$ cat config.mk
export PLATFORM = sky130hd
export DESIGN_NAME = rv32_icache
export DESIGN_NICKNAME = d
export VERILOG_FILES = /design/src/rtl/rv32_icache.sv
export SDC_FILE = /design/constraint.sdc
export NUM_CORES = 2
export LEC_CHECK = 0
export CAP_MARGIN = 20
export CORE_UTILIZATION = 25
export CTS_BUF_LIST = sky130_fd_sc_hd__clkbuf_8
export CTS_CLUSTER_SIZE = 20
export DETAILED_ROUTE_END_ITERATION = 16
export PLACE_DENSITY = 0.41
export SLEW_MARGIN = 20
export SYNTH_ARGS = -nofsm -noshare
export SYNTH_HDL_FRONTEND = slang
export SYNTH_SLANG_ARGS = --single-unit
$ cat constraint.sdc
create_clock -name clk -period 7.05 [get_ports clk]
set_input_delay 1.7625 -clock clk [delete_from_list [all_inputs] [get_ports clk]]
set_output_delay 1.7625 -clock clk [all_outputs]
set_load 0.03 [all_outputs]
$ cat src/rtl/rv32_icache.sv
// Direct-mapped read-only instruction cache: 0-cycle hit, whole-line refill over a valid/ready read port.
// Fetch stalls via instr_ready_out while a line fills; mem_read/mem_address hold until mem_ready_in.
module rv32_icache #(
    parameter int LINES          = 16,
    parameter int WORDS_PER_LINE = 4
) (
    input  logic        clk,
    input  logic        reset_,
    input  logic        instr_read_in,
    input  logic [31:0] instr_address_in,
    output logic [31:0] instr_read_value_out,
    output logic        instr_ready_out,
    input  logic        flush_in,
    output logic        mem_read_out,
    output logic [31:0] mem_address_out,
    input  logic        mem_ready_in,
    input  logic [31:0] mem_read_value_in
);

    localparam int OFF_BITS = $clog2(WORDS_PER_LINE);
    localparam int IDX_BITS = $clog2(LINES);
    localparam int LSB_IDX  = 2 + OFF_BITS;
    localparam int LSB_TAG  = LSB_IDX + IDX_BITS;
    localparam int TAG_BITS = 32 - LSB_TAG;
    localparam logic [31:0] NOP = 32'h0000_0013;

    typedef enum logic {S_IDLE, S_FILL} state_t;

    state_t                r_state;
    logic [LINES-1:0]      r_valid;
    logic [TAG_BITS-1:0]   r_tag  [LINES];
    logic [31:0]           r_data [LINES][WORDS_PER_LINE];
    logic [OFF_BITS-1:0]   r_count;
    logic                  r_flush_pending;
    logic [31:0]           r_fill_base;
    logic [IDX_BITS-1:0]   r_fill_index;

    logic [OFF_BITS-1:0]   w_offset;
    logic [IDX_BITS-1:0]   w_index;
    logic [TAG_BITS-1:0]   w_tag;
    logic                  w_hit;
    logic                  w_last;
    logic [31:0]           w_fill_addr;
    logic                  w_unused_bits;

    assign w_offset      = instr_address_in[2 +: OFF_BITS];
    assign w_index       = instr_address_in[LSB_IDX +: IDX_BITS];
    assign w_tag         = instr_address_in[31:LSB_TAG];
    assign w_unused_bits = &{1'b0, instr_address_in[1:0]};

    assign w_hit  = r_valid[w_index] && (r_tag[w_index] == w_tag);
    assign w_last = (r_count == OFF_BITS'(WORDS_PER_LINE - 1));
    assign w_fill_addr = r_fill_base + {{(30 - OFF_BITS){1'b0}}, r_count, 2'b00};

    // The line being refilled is never reported as a hit, even if its old tag still matches.
    assign instr_ready_out = instr_read_in && w_hit && !flush_in
                             && !(r_state == S_FILL && w_index == r_fill_index);
    assign instr_read_value_out = instr_ready_out ? r_data[w_index][w_offset] : NOP;

    assign mem_read_out    = (r_state == S_FILL);
    assign mem_address_out = (r_state == S_FILL) ? w_fill_addr : 32'h0;

    always_ff @(posedge clk or negedge reset_) begin
        if (!reset_) begin
            r_state         <= S_IDLE;
            r_valid         <= '0;
            r_count         <= '0;
            r_flush_pending <= 1'b0;
            r_fill_base     <= 32'h0;
            r_fill_index    <= '0;
        end else begin
            case (r_state)
                S_IDLE: begin
                    if (flush_in) begin
                        r_valid <= '0;
                    end else if (instr_read_in && !w_hit) begin
                        r_fill_base      <= {instr_address_in[31:LSB_IDX], {LSB_IDX{1'b0}}};
                        r_fill_index     <= w_index;
                        r_valid[w_index] <= 1'b0;
                        r_count          <= '0;
                        r_state          <= S_FILL;
                    end
                end
                S_FILL: begin
                    if (flush_in)
                        r_flush_pending <= 1'b1;
                    if (mem_ready_in) begin
                        r_count <= r_count + 1'b1;
                        if (w_last) begin
                            r_state         <= S_IDLE;
                            r_flush_pending <= 1'b0;
                            // A flush seen at any point of the fill invalidates the fresh line too.
                            if (r_flush_pending || flush_in)
                                r_valid <= '0;
                            else
                                r_valid[r_fill_index] <= 1'b1;
                        end
                    end
                end
                default: r_state <= S_IDLE;
            endcase
        end
    end

    always_ff @(posedge clk) begin
        if (r_state == S_FILL && mem_ready_in) begin
            r_data[r_fill_index][r_count] <= mem_read_value_in;
            if (w_last)
                r_tag[r_fill_index] <= r_fill_base[31:LSB_TAG];
        end
    end

endmodule

==> flow_summary.yaml <==
grt:
  grt_pass1_wl_um: 389000
  antenna_found_initial: 55
  grt_max_degree: 104
  overflow: 0
  grt_pass1_vias: 48300
  globalRouteTotalUtil_pct: 14.5
detailed_routing:
  first_iter_violations: 3739
  dr.pass1.iters: 5
  vias: 45100
  ant_nets: 0
  drc: 0
  routedWlPerCell_um: 28.2
  via_per_inst: 4.53
  totalWireLength_um: 281000
placed_design:
  place_congestion: 0.727
  placed_cells: 9190
  dp_hpwl_um: 157000
  io_buffers: 130
sta:
  drv_slew: 0
  worst_clock_skew_ps: 121
  hold_viol: 0
  fmax_ghz: 0.137
  tns_ps: -6600
  rsz0062_at_grt: "yes"
  tightestPinTransition_ps: 1090
  fin_crit_sh_pct: 104
  period_minus_slack_ps: 7300
  final-setup-viol-count: 33
  max_slew_margin_pct: 26.9
  worst_slack_ps: -254
synthesis:
  ys_seq_elements: 2480
  synthAdderAreaFrac_pct: 0.0523
  synth_compound_area_share_pct: 1.02
  synth_cells: 3983
  async_flop_share_pct: 1.94
  synth.area.mux_share_pct: 18.7
  synth_edf_count: 2432
  syn_avg_cell_area_um2: 24.0
  synth-xor-area-share_pct: 0.265
  synth.distinct_cells: 62
  yosysWarnings: 0
  synth_top_family_by_area: "multiplexers"
  ys.flop_type: "edfxtp_1"
  synthesis.area_um2: 95700
  synth-seq-area-share_pct: 77.6
  synth-simple-area-share_pct: 1.22
cells_and_area:
  seqCellArea_um2: 74200
  drive_gt1_share_pct: 34.6
  nets: 4676
  layout.cells.non_filler: 9959
  multiInputGateArea_um2: 20900
  final_cell_mix: "edfxtp_1 (2432), mux4_2 (731), clkbuf_8 (442), buf_4 (245), inv_1 (165)"
  mostFrequentLayoutCell: "edfxtp_1"
  fillers: 37000
  area_growth_pct: 18.6
clocking:
  clk_pin_slew_worst_paths_ps: 60
  clockBufferDepth: 4
  root_buffer: "clkbuf_8"
  cts_made_buffers: 427
  h-tree-depth: 5
  clkSinkCount: 2480
  worstSkewPairLatency_ps: 1040
  cts_tree: "done"
power:
  p_sw_share_pct: 25.7
  seq_power_share_pct: 54.2
  pwr_density_cell_nw_per_um2: 284
  combPwrFrac_pct: 9.4
  p_sw_mw: 8.25
  total_leakage_power_nw: 35.4
  clkPwrFrac_pct: 36.3
  intPower_mw: 23.9
  max-vdd-ir-drop_mv: 0.238
status:
  violations: "setup timing"
  status: "complete, but fails checks"
flow_run:
  cap_violations: 0
floorplan:
  die_h_um: 621
  start_util_pct: 25.2
  fp.dieW_um: 621
  die-area_um2: 385000
  ios: 135
  fp-row-count: 226
  design.core.area_um2: 380000
critical_path:
  crit_family: "simple AND/OR/NAND/NOR gates"
  crit_chain: "buf_8, buf_12, buf_16, mux2_2, o22ai_1, a221oi_1, xor2_1, nor4_2, buf_4, a31oi_1, nand4b_1, buf_4, or4b_4, buf_12, or2_1, buf_4"
  critPathSlowestCell: "or4b_4"
  worstPathArrival_ps: 5540
  cp.required_ps: 5290
  cp.buffers_inverters: 7
  cpMostUsedCell: "buf_4"
  critPathLaunchType: "input port"
  endpoint_kind: "output pin"
  path_class: "input port to output pin"
  slowest_delay_ps: 530
  critical_path.max_fanout: 34
hold_path:
  hp-class: "flip-flop to flip-flop"
==> cells in the mapped netlist (6+ instances only) <==
cell      number  share of area, %
nor2b_1       38              0.25
a221oi_1       9             0.082
nand2b_1       6             0.039
buf_1         10             0.039
mux4_2       731                17
mux2i_1       90              0.94
o22ai_1        7             0.046
a22oi_1       25              0.20
a21oi_1       13             0.068
and2_1        32              0.21
a41oi_1        6             0.055
o21ai_0       21              0.11
buf_6          8             0.094
xor2_1        17              0.16
nand3_1       18             0.094
a31oi_1       35              0.23
nand2_1       32              0.13
edfxtp_1    2432                76
clkbuf_1     124              0.49
dfrtp_1       48               1.3
xnor2_1       12              0.11
inv_1         10             0.039
nor2_1        79              0.31
mux2_2        41              0.48
buf_2         68              0.36
==> what timing repair did <==
| action | in CTS | in global routing |
|---|---|---|
| setup endpoints to repair | 33 | 33 |
| pin swaps | 1 | 1 |
| gates cloned | 0 | 0 |
| buffers inserted | 0 | 0 |
| gates resized for setup | 12 | 9 |
| hold buffers | 0 | 0 |
==> flip-flops by register name (all words and copies together), names as in the netlist <==
register	cells
r_data	2048
r_tag	384
r_fill_base	25
r_valid	16
r_fill_index	3
r_count	2
mem_read_out	1
r_flush_pending	1
==> per-layer routing <==
metal  up-vias  GRT usage [%]  wire length [um]
met2      1195           23.5            134000
met3       445           2.91             15100
met5         -              0               126
met1     24900           19.8            125000
met4        18           3.57              6350
li1      18500              -                 -
==> cell families (layout without fill, tap and decap cells) <==
family	Yosys count	after routing
DFF	2480	2480
muxes	865	865
and+or+nand+nor	231	231
buffers and inverters	231	1174
AOI/OAI and AO/OA	142	142
xor gates and xnor gates	29	29
adders and majority gates	4	4
other	1	18
==> tightest hold or removal path: stages (launching register included) <==
cell and delay, ps:
dfrtp_1 340, a21oi_1 40, a31oi_1 130
==> power groups by stage <==
stage / clock, mW / combinational (mW) / sequential [mW]
3_5_place_dp: 0 / 3.08 / 17.8
4_1_cts: 12.1 / 3.10 / 17.5
5_1_grt: 12.7 / 3.21 / 17.5
2_1_floorplan: 0 / 1.54 / 17.5
3_3_place_gp: 0 / 3.07 / 17.7
6_report: 11.7 / 3.04 / 17.4
==> per-stage QoR <==
step	hold WS, ps	instance area [um2]	worst slack, ps	power (mW)	utilization [%]
after detailed placement	545	106000	-494	20.8	27.8
after global routing	583	113000	-394	33.4	29.8
final	557	113000	-254	32.2	29.9
after CTS	558	113000	-291	32.7	29.8
after global placement	531	106000	-745	20.8	27.8
after floorplan	510	95700	414	19.1	-
==> worst paths after layout <==
check,slack (ps),startpoint,endpoint,cells after the start
max in group asynchronous,5420,reset_,r_valid[0],2
min in group asynchronous,850,reset_,r_fill_base[19],2
hold reg to reg,560,r_flush_pending,r_flush_pending,2
setup / recovery,-250,instr_address_in[7],instr_read_value_out[0],16
hold / removal,560,r_flush_pending,r_flush_pending,2
setup reg to reg,3160,r_fill_index[1],r_data[6][113],4
==> area by class of cell <==
| type | count | share of cell area (%) |
|---|---|---|
| flip-flops and latches | 2480 | 65.4 |
| well taps | 5016 | 5.53 |
| clock buffers | 442 | 5.36 |
| inverters | 10 | 0.0331 |
| multi-input cells | 1273 | 18.5 |
| diodes | 16 | 0.0353 |
| repair buffers | 411 | 3.94 |
| clock inverters | 311 | 1.21 |
Power figures use the tool's default switching activity.
